`src/rtl/serv_ctrl_wide.sv`:
```
// W-bit serial PC/control unit: holds the PC, streams PC+INC, PC/rs1+offset and
// trap vectors LSB-first, and raises an instruction-fetch request after each update.
module serv_ctrl_wide #(
    parameter logic [31:0] RESET_PC   = 32'd8,
    parameter int          W          = 1,
    parameter bit          COMPRESSED = 1'b0
) (
    input  logic         clk,
    input  logic         i_rst,
    input  logic         i_en,
    input  logic         i_pc_en,
    input  logic         i_jump,
    input  logic         i_jalr,
    input  logic         i_auipc,
    input  logic         i_lui,
    input  logic         i_trap,
    input  logic         i_iscomp,
    input  logic [W-1:0] i_offset,
    input  logic [W-1:0] i_rs1,
    input  logic [W-1:0] i_csr_pc,
    output logic [W-1:0] o_rd,
    output logic [W-1:0] o_bad_pc,
    output logic         o_misalign,
    output logic [31:0]  o_ibus_adr,
    output logic         o_ibus_cyc,
    input  logic         i_ibus_ack
);
    localparam int N  = 32 / W;
    localparam int CW = $clog2(N);
    localparam int LW = $clog2(W);
    localparam int W1 = W + 1;

    logic [CW-1:0] cnt_q, cnt_d;
    logic [31:0]   pc_q, pc_d;
    logic          inc_c_q, inc_c_d;
    logic          off_c_q, off_c_d;
    logic          mis_q, mis_d;
    logic          cyc_q, cyc_d;
    logic          pc_en_q;

    logic [4:0]    sh;
    logic [31:0]   inc_word, inc_sh, tgt_mask_sh, csr_mask_sh;
    logic [W-1:0]  pc_beat, inc_beat, inc_sum, a_beat, tgt_raw, tgt_beat, csr_beat, new_beat;
    logic          inc_co, off_co, step, wrap;
    logic          mis_sample, mis_bit;

    // Target bit 1 lives in beat 1 when the datapath is one bit wide.
    generate
        if (W == 1) begin : g_mis_w1
            assign mis_sample = (cnt_q == CW'(1));
            assign mis_bit    = tgt_raw[0];
        end else begin : g_mis_wn
            assign mis_sample = (cnt_q == '0);
            assign mis_bit    = tgt_raw[1];
        end
    endgenerate

    always_comb begin
        step     = i_pc_en | i_en;
        wrap     = step && (cnt_q == CW'(N - 1));
        sh       = 5'(cnt_q) << LW;
        pc_beat  = pc_q[W-1:0];

        inc_word = (COMPRESSED && i_iscomp) ? 32'd2 : 32'd4;
        inc_sh   = inc_word >> sh;
        inc_beat = inc_sh[W-1:0];
        {inc_co, inc_sum} = {1'b0, pc_beat} + {1'b0, inc_beat} + W1'(inc_c_q);

        a_beat   = i_jalr ? i_rs1 : pc_beat;
        {off_co, tgt_raw} = {1'b0, a_beat} + {1'b0, i_offset} + W1'(off_c_q);

        // Masks shifted down to the current beat clear only the absolute low bits.
        tgt_mask_sh = 32'hFFFF_FFFE >> sh;
        csr_mask_sh = 32'hFFFF_FFFC >> sh;
        tgt_beat    = tgt_raw & tgt_mask_sh[W-1:0];
        csr_beat    = i_csr_pc & csr_mask_sh[W-1:0];

        new_beat = i_trap ? csr_beat : (i_jump ? tgt_beat : inc_sum);
        o_rd     = i_lui ? i_offset : (i_auipc ? tgt_beat : inc_sum);
        o_bad_pc = tgt_beat;

        cnt_d   = step ? (wrap ? '0 : cnt_q + CW'(1)) : cnt_q;
        inc_c_d = wrap ? 1'b0 : (step ? inc_co : inc_c_q);
        off_c_d = (wrap || !step) ? 1'b0 : off_co;
        pc_d    = i_pc_en ? {new_beat, pc_q[31:W]} : pc_q;

        mis_d = mis_q;
        if (COMPRESSED)
            mis_d = 1'b0;
        else if (i_en && mis_sample)
            mis_d = mis_bit;

        cyc_d = cyc_q;
        if (cyc_q && i_ibus_ack)
            cyc_d = 1'b0;
        if (pc_en_q && !i_pc_en)
            cyc_d = 1'b1;
        if (i_pc_en && !pc_en_q && cyc_q)
            cyc_d = 1'b0;
    end

    always_ff @(posedge clk) begin
        if (i_rst) begin
            cnt_q   <= '0;
            pc_q    <= RESET_PC;
            inc_c_q <= 1'b0;
            off_c_q <= 1'b0;
            mis_q   <= 1'b0;
            cyc_q   <= 1'b0;
            pc_en_q <= 1'b0;
        end else begin
            cnt_q   <= cnt_d;
            pc_q    <= pc_d;
            inc_c_q <= inc_c_d;
            off_c_q <= off_c_d;
            mis_q   <= mis_d;
            cyc_q   <= cyc_d;
            pc_en_q <= i_pc_en;
        end
    end

    assign o_misalign = mis_q;
    assign o_ibus_adr = pc_q;
    assign o_ibus_cyc = cyc_q;
endmodule

```
`config.mk`:
```
export PLATFORM = sky130hd
export DESIGN_NAME = serv_ctrl_wide
export DESIGN_NICKNAME = d
export VERILOG_FILES = /design/src/rtl/serv_ctrl_wide.sv
export SDC_FILE = /design/constraint.sdc
export NUM_CORES = 1
export LEC_CHECK = 0
export ABC_AREA = 1
export CAP_MARGIN = 40
export CORE_MARGIN = 4
export CORE_UTILIZATION = 30
export CTS_BUF_LIST = sky130_fd_sc_hd__clkbuf_8 sky130_fd_sc_hd__clkbuf_16
export CTS_CLUSTER_DIAMETER = 150
export DETAILED_ROUTE_END_ITERATION = 12
export MAX_ROUTING_LAYER = met4
export PLACE_DENSITY = 0.59
export REMOVE_ABC_BUFFERS = 1
export SETUP_SLACK_MARGIN = 0.15
export SYNTH_ARGS = -nofsm -noshare
export SYNTH_HDL_FRONTEND = slang
export SYNTH_SLANG_ARGS = --single-unit
export TNS_END_PERCENT = 20
```
`constraint.sdc`:
```
create_clock -name clk -period 4.4 [get_ports clk]
set_clock_uncertainty 0.2 [all_clocks]
set_input_delay 0.88 -clock clk [delete_from_list [all_inputs] [get_ports clk]]
set_output_delay 0.88 -clock clk [all_outputs]
set_load 0.01 [all_outputs]
```
==> results.txt, run 1 <==
Layout area overhead: 37.9%
post-synthesis register bit count: 42
Max-slew headroom: 50.4%
hold path startpoint: pc_en_q
Chip Width: 82.9 µm
clock slew at reported path FFs: 0.07 ns
sequential cell area fraction in the yosys report: 50.0%
worst setup margin: 0.570 ns
first-pass iteration count of the detailed router: 4
top post-synthesis cells by area: dfxtp_1 (50%), nor2_1 (16%), o21ai_0 (10%)
unrepaired setup endpoints after global routing: false
initial antenna violation count: 0
WP data required: 3.32 ns
hpwl dp: 2670 µm
Worst Hold Class: flop to flop
WL per Instance: 11.3 µm
min cycle time layout: 3.83 ns
vias in the first global route: 1,529
Max Slew Vio Count: 0
vias per cell: 4.45
power density cells: 349 nW/µm²
Worst Path Arrival: 2.75 ns
synth cell count leaders: nor2_1 (71), dfxtp_1 (42), o21ai_0 (35)
RR Startpoint: cnt_q[2]
startpoint types: input port
largest net degree at the start of global routing: 37
Most used DFF post-synth: dfxtp_1
# nets final: 289
via count: 1,513
die area: 6870 µm²
P_leak: 0.971 nW
outcome: finished clean
Final Setup Violations: 0
Core Box Area: 5270 µm²
number of CTS-inserted buffers: 5
hold worst-path end: o_ibus_cyc
initial core utilization: 31.9%
setup slack, reg-to-reg: 2.44 ns
kind of critical path: input port to primary output
Yosys cell types: 20
fmax: 0.261 GHz
FP Rows: 26
final wirelength: 3830 µm
peak supply drop: 0.000206 V
Final Hold Viols: 0
RD Place Congestion: 0.762
CP max FO: 3
Remaining DRCs: 0
Reg2Reg Depth: 8
H-Tree Depth: 2
post-route antenna net violation count: 0
total power: 0.809 mW
placed insts: 332
initial drt markers: 50
hold buffer count at cts: 0
final non-filler cell total: 340
max-cap violations: 0
Die Span Y: 82.9 µm
Synth top area share: 50.0%
Min Hold Slack: 0.262 ns
CP Capture Type: primary output
DP Worst Slack: 0.573 ns
Post-synth EDFFs: 0
layout cells sized above 1: 5.93%
fin crit share: 87.0%
total gr overflow: 0
setup TNS: 0 ns
Fillers: 570
reg2reg end: o_ibus_adr[31]
Worst Tran Pin Value: 0.741 ns
Post-CTS Setup Inserts: 0
buffers added on ports: 48
post-synthesis cell count: 221
clk buf depth: 2
Synth Cell Area: 1680 µm²
asr flop ratio synth: 0%
post-CTS sizing: 0
Avg Cell Area, Syn: 7.61 µm²
Top Ports: 50
antenna fix cells: 0
Root Buffer: clkbuf_8
All-Layer GR Usage: 12.1%
Worst-Skew Late Latency: 0.29 ns
CTS tree: built
TritonCTS Sinks: 42
hold path depth: 2
first-pass GRT wire length: 6790 µm
Yosys top cell by area: dfxtp_1
Syn. warnings: 0
top-count cell post-synth: nor2_1
metrics by stage:
step	cell area (µm²)	utilization (%)
finish	2320	44.0
global route	2320	44.0
CTS	2320	44.0
detailed placement	2230	42.3
global placement	2210	42.0
floorplan	1640	-
report_power, final:
group	internal (mW)	switching, mW	total (mW)
clock network	0.124	0.126	0.250
registers	0.403	0.0181	0.421
logic	0.0711	0.0671	0.138
worst max-delay path by stage:
stage / endpoint / depth (start not counted) / start
4_1_cts: o_rd / 8 / i_jalr
6_report: o_rd / 8 / i_jalr
5_1_grt: o_rd / 8 / i_jalr
2_1_floorplan: o_rd / 6 / i_jalr
3_5_place_dp: o_rd / 8 / i_jalr
3_3_place_gp: o_rd / 8 / i_jalr
routing by layer:
metal | vias up | global-route usage, % | wire length (µm)
li1 | 798 | - | -
met1 | 678 | 15.5 | 1970
met2 | 32 | 18.1 | 1650
met3 | 5 | 2.97 | 149
met4 | 0 | 4.90 | 59
met5 | - | - | 0
registers in the layout, summed over array words and instances (netlist names):
register and count:
o_misalign 1, pc_en_q 1, cnt_q 5, o_ibus_cyc 1
off_c_q 1, o_ibus_adr 32, inc_c_q 1
worst max-delay path: stages:
cell	delay [ns]
clkdlybuf4s50_1	0.47
o21ai_0	0.11
fa_1	0.51
nand2_1	0.09
nand2_1	0.07
nand2_1	0.04
nand2_1	0.05
clkdlybuf4s50_1	0.53
cells in the final DEF (no fill, tap or decap), drive strengths merged:
| cell type | n |
|---|---|
| a21boi | 1 |
| a21oi | 8 |
| a31oi | 1 |
| buf | 2 |
| clkbuf | 6 |
| clkdlybuf4s50 | 48 |
| clkinv | 1 |
| dfxtp | 42 |
| fa | 2 |
| ha | 4 |
| inv | 14 |
| nand2 | 25 |
| nand3 | 3 |
| nand4 | 1 |
| nor2 | 74 |
| nor3 | 2 |
| o21ai | 36 |
kinds of logic (layout without fill, tap and decap cells):
family / after synthesis / in the layout / synth area share (%)
and+or+nand+nor: 105 / 105 / 24.7
AOI/OAI and AO/OA: 46 / 46 / 14.4
DFF: 42 / 42 / 50.0
buffers and inverters: 22 / 71 / 5.58
adders and majority gates: 6 / 6 / 5.36
layout make-up:
cell class / count / area [µm²] / area share, %
well taps: 70 / 87.6 / 3.78
clock buffers: 6 / 82.6 / 3.56
repair buffers: 50 / 503 / 21.7
inverters: 13 / 48.8 / 2.10
multi-input cells: 157 / 747 / 32.2
flip-flops and latches: 42 / 841 / 36.3
clock inverters: 2 / 8.76 / 0.378
Power figures use the tool's default switching activity.
==> run 2, diff against run 1 <==
ABC_CLOCK_PERIOD_IN_PS = 4400   (was not set)
PLACE_DENSITY = not set   (was 0.59)
RECOVER_POWER = 100   (was not set)
==> run 2 against run 1 <==
  * Critical path depth up 1
  * Clock power increased by 24%
  * Total power rose by 6.1%
  * Largest cell class unchanged
  * Die area unchanged
==> results.txt, run 2 (synthesis gave the netlist of run 1 again) <==
peak supply drop: 0.000138 V (-33%)
total power: 0.858 mW (+6.1%)
hold buffer count at cts: 0 (unchanged)
Worst Hold Class: flop to flop
final non-filler cell total: 339 (-0.29%)
All-Layer GR Usage: 12.2% (+0.16 points)
via count: 1,524 (+0.73%)
WL per Instance: 11.5 µm (+1.8%)
vias in the first global route: 1,462 (-4.4%)
Final Setup Violations: 0 (unchanged)
Layout area overhead: 38.9%
Root Buffer: clkbuf_8
antenna fix cells: 0 (unchanged)
TritonCTS Sinks: 42 (unchanged)
startpoint types: input port
Worst Tran Pin Value: 1.11 ns (+0.365 ns)
Max-slew headroom: 26.2% (-24 points)
outcome: finished clean
RR Startpoint: cnt_q[2]
CP Capture Type: primary output
clock slew at reported path FFs: 0.08 ns (about the same)
most frequent cells in the layout: nor2_1 (74), dfxtp_1 (42), dlygate4sd3_1 (37), o21ai_0 (35), nand2_1 (25)
kind of critical path: input port to primary output
hold path depth: 2 (unchanged)
clk buf depth: 2 (unchanged)
layout cells sized above 1: 3.72% (-2.2 points)
RD Place Congestion: 0.767 (+0.68%)
placed insts: 332 (unchanged)
first-pass iteration count of the detailed router: 4 (unchanged)
unrepaired setup endpoints after global routing: false
setup TNS: 0 ns (unchanged)
P_leak: 1.06 nW (+9.0%)
Post-CTS Setup Inserts: 0 (unchanged)
number of flip-flops in the largest register: 32 (unchanged)
most common cell after layout, fill and taps aside: nor2_1
DP Area: 2240 µm² (+0.56%)
CTS tree: built
Chip Width: 82.9 µm (unchanged)
Core Box Area: 5270 µm² (unchanged)
total gr overflow: 0 (unchanged)
initial core utilization: 31.9% (unchanged)
buffers added on ports: 48 (unchanged)
hpwl dp: 2720 µm (+1.8%)
initial antenna violation count: 0 (unchanged)
Die Span Y: 82.9 µm (unchanged)
Reg2Reg Depth: 8 (unchanged)
die area: 6870 µm² (unchanged)
power density cells: 367 nW/µm² (+5.3%)
Max Slew Vio Count: 0 (unchanged)
CP max FO: 3 (unchanged)
hold path startpoint: pc_en_q
H-Tree Depth: 2 (unchanged)
Worst Path Arrival: 2.87 ns (+0.12 ns)
DP Worst Slack: 0.570 ns (-0.00381 ns)
max-cap violations: 0 (unchanged)
fmax: 0.253 GHz (-3.1%)
# nets final: 289 (unchanged)
vias per cell: 4.50 (+1.0%)
worst setup margin: 0.448 ns (-0.122 ns)
post-route antenna net violation count: 0 (unchanged)
initial drt markers: 56 (+12%)
FP Rows: 26 (unchanged)
post-route cell area: 2340 µm² (+0.76%)
largest net degree at the start of global routing: 37 (unchanged)
Remaining DRCs: 0 (unchanged)
fin crit share: 89.8% (+2.8 points)
Worst Setup SP: i_jalr
Top Ports: 50 (unchanged)
Final Hold Viols: 0 (unchanged)
WP data required: 3.32 ns (about the same)
final wirelength: 3890 µm (+1.5%)
number of CTS-inserted buffers: 5 (unchanged)
Worst-Skew Late Latency: 0.29 ns (about the same)
min cycle time layout: 3.95 ns (+0.122 ns)
post-CTS sizing: 0 (unchanged)
first-pass GRT wire length: 6840 µm (+0.71%)
run 2: cell count changes in the layout (fill, tap and decap cells not counted), sizes merged:
cell and delta:
bufinv +1, buf -1, clkdlybuf4s50 -37, clkbuf +1, inv -2, dlygate4sd3 +37
run 2: final cells by class:
class | instances | area, µm²
clock inverter | 1 | 30.0
multi-input combinational | 157 | 734
clock buffer | 6 | 82.6
timing repair buffer | 50 | 512
sequential | 42 | 841
tap | 70 | 87.6
fill | 557 | 2930
inverter | 13 | 48.8
run 2: routing by layer:
layer	global-route usage (%)	vias to the layer above	share of wire, %
li1	-	800	-
met1	15.4	684	50
met2	18.4	34	44
met3	3.56	6	4.7
met4	4.90	0	2.0
met5	-	-	0
run 2: through the flow:
step                      hold WS, ns  util (%)
final                           0.258      44.3
after global routing            0.279      44.3
after CTS                       0.262      44.6
after detailed placement        0.256      42.5
after global placement          0.245      42.0
after floorplan                 0.238         -
run 2: worst max-delay path, stage by stage:
cell,delay [ns]
dlygate4sd3_1,0.55
nand2_1,0.07
o21ai_0,0.09
fa_1,0.51
nand2_1,0.09
nand2_1,0.07
nand2_1,0.04
nand2_1,0.05
clkdlybuf4s50_1,0.53
run 2: power by group:
part | internal (mW) | total (mW) | switching [mW]
Combinational | 0.0636 | 0.130 | 0.0663
Clock | 0.182 | 0.309 | 0.127
Sequential | 0.403 | 0.420 | 0.0167
run 2: final timing paths:
kind	to	slack, ns
max	o_rd	0.45
min	o_ibus_cyc	0.26
max reg2reg	o_ibus_adr[31]	2.47
min reg2reg	o_ibus_cyc	0.26
==> run 3, diff against run 2 <==
CTS_CLUSTER_SIZE = 8   (was not set)
DONT_BUFFER_PORTS = 1   (was not set)
==> run 3 against run 2 <==
  * Fmax rose by 32%
  * Hold slack improved by 0.0063 ns
  * Largest power group unchanged
  * Critical path type is now flop to primary output
  * Largest cell class unchanged
  * Combinational power fell by 49%
  * First-iteration DRC count grew 25%
  * Worst setup slack improved by 0.95 ns
  * Global-route usage shrank 0.47 points
  * Critical endpoint unchanged
  * Clock power decreased by 19%
  * Count of clock-buffer cells in the layout did not move
==> results.txt, run 3 (synthesis gave the netlist of run 1 again) <==
Worst Tran Pin Value: 1.08 ns (-0.0281 ns)
P_leak: 0.785 nW (-26%)
fmax: 0.334 GHz (+32%)
met3 wire length: 235 µm (+28%)
final non-filler cell total: 291 (-14%)
worst setup margin: 1.40 ns (+0.954 ns)
setup slack, reg-to-reg: 2.48 ns (about the same)
Max Slew Vio Count: 0 (unchanged)
Post-CTS Setup Inserts: 0 (unchanged)
number of flip-flops in the largest register: 32 (unchanged)
via count: 1,330 (-13%)
TritonCTS Sinks: 42 (unchanged)
multi-input gate area in the final layout: 741 µm² (+0.85%)
largest net degree at the start of global routing: 37 (unchanged)
layout cells sized above 1: 4.98% (+1.3 points)
RD Place Congestion: 0.771 (+0.53%)
FP Rows: 26 (unchanged)
peak supply drop: 0.000147 V (+6.6%)
max-cap violations: 0 (unchanged)
total gr overflow: 0 (unchanged)
post-route cell area: 1810 µm² (-22%)
CP Capture Type: primary output
Sequential Area: 841 µm² (unchanged)
critical path's slowest cell: fa_1
cell family with most CP delay: simple AND/OR/NAND/NOR gates
WL per Instance: 12.7 µm (+11%)
fin crit share: 68.1% (-22 points)
most common cell after layout, fill and taps aside: nor2_1
initial drt markers: 70 (+25%)
startpoint types: flop
Max-slew headroom: 28.0% (+1.9 points)
outcome: finished clean
metal1 wirelength: 1820 µm (-5.8%)
met2 wire len: 1580 µm (-7.3%)
Worst Hold Class: flop to flop
clk buf depth: 2 (unchanged)
fin util: 34.4% (-9.9 points)
CP Cell Sequence: nor2_1, nand2_1, nor3_1, fa_1, nor2_1, nor2_1, nand2_1, nand2_1
first-pass iteration count of the detailed router: 4 (unchanged)
slowest stage delay, CP: 0.48 ns (-0.07 ns)
min cycle time layout: 3.00 ns (-0.954 ns)
CTS tree: built
number of CTS-inserted buffers: 5 (unchanged)
hold buffer count at cts: 0 (unchanged)
setup TNS: 0 ns (unchanged)
Remaining DRCs: 0 (unchanged)
Chip Width: 82.9 µm (unchanged)
All-Layer GR Usage: 11.8% (-0.47 points)
total power: 0.751 mW (-13%)
vias per cell: 4.57 (+1.7%)
Worst Path Arrival: 1.92 ns (-0.95 ns)
vias in the first global route: 1,276 (-13%)
DP Area: 1740 µm² (-22%)
Final Setup Violations: 0 (unchanged)
die area: 6870 µm² (unchanged)
crit path buf inv count: 0 (-2)
Min Hold Slack: 0.265 ns (+0.00628 ns)
initial antenna violation count: 0 (unchanged)
Final Hold Viols: 0 (unchanged)
initial core utilization: 31.9% (unchanged)
DP Worst Slack: 1.47 ns (+0.900 ns)
Layout area overhead: 7.81%
buffers added on ports: 0 (-100%)
CP max FO: 6 (+3)
antenna fix cells: 0 (unchanged)
most frequent cells in the layout: nor2_1 (72), dfxtp_1 (42), o21ai_0 (36), nand2_1 (25), inv_1 (13)
Fillers: 569 (+2.2%)
WP data required: 3.32 ns (about the same)
unrepaired setup endpoints after global routing: false
first-pass GRT wire length: 6420 µm (-6.1%)
Root Buffer: clkbuf_8
final wirelength: 3690 µm (-5.1%)
Worst-Skew Late Latency: 0.29 ns (about the same)
DR top layer: met4
clock slew at reported path FFs: 0.08 ns (about the same)
post-route antenna net violation count: 0 (unchanged)
# nets final: 240 (-17%)
post-CTS sizing: 0 (unchanged)
Core Box Area: 5270 µm² (unchanged)
Top Ports: 50 (unchanged)
power density cells: 414 nW/µm² (+13%)
kind of critical path: flop to primary output
placed insts: 283 (-15%)
Die Span Y: 82.9 µm (unchanged)
H-Tree Depth: 2 (unchanged)
hpwl dp: 2460 µm (-9.7%)
[run 3: cell count changes in the layout (fill, tap and decap cells not counted), sizes merged]
cell / delta
dlygate4sd3: -37
bufinv: -1
buf: -1
inv: +2
clkdlybuf4s50: -11
[run 3: worst paths after layout]
kind	endpoint	from	depth (start not counted)
worst min register to register	o_ibus_cyc	pc_en_q	2
worst max register to register	o_ibus_adr[31]	cnt_q[2]	8
worst max-delay path	o_rd	cnt_q[2]	8
worst min-delay path	o_ibus_cyc	pc_en_q	2
[run 3: report_power, final]
group	total [mW]	switching, mW	internal (mW)	leakage (nW)
clock	0.251	0.127	0.124	0.0524
combinational	0.0663	0.0412	0.0252	0.386
sequential	0.434	0.0304	0.403	0.346
[run 3: cell type report]
class                           instances  area share [%]
Multi-Input combinational cell        157            40.9
Inverter                               13            2.69
Timing Repair Buffer                    1           0.207
Clock buffer                            6            4.55
Tap cell                               70            4.83
Sequential cell                        42            46.4
Clock inverter                          2           0.483
[run 3: worst min-delay path, stage by stage (launching register included)]
cell	delay, ns
dfxtp_1	0.31
nand2_1	0.06
a21oi_1	0.05
[run 3: layer usage]
metal | track usage [%] | up-vias
met1 | 14.4 | 588
met4 | 5.35 | 0
met5 | - | -
met2 | 16.9 | 34
met3 | 4.65 | 5
li1 | - | 703
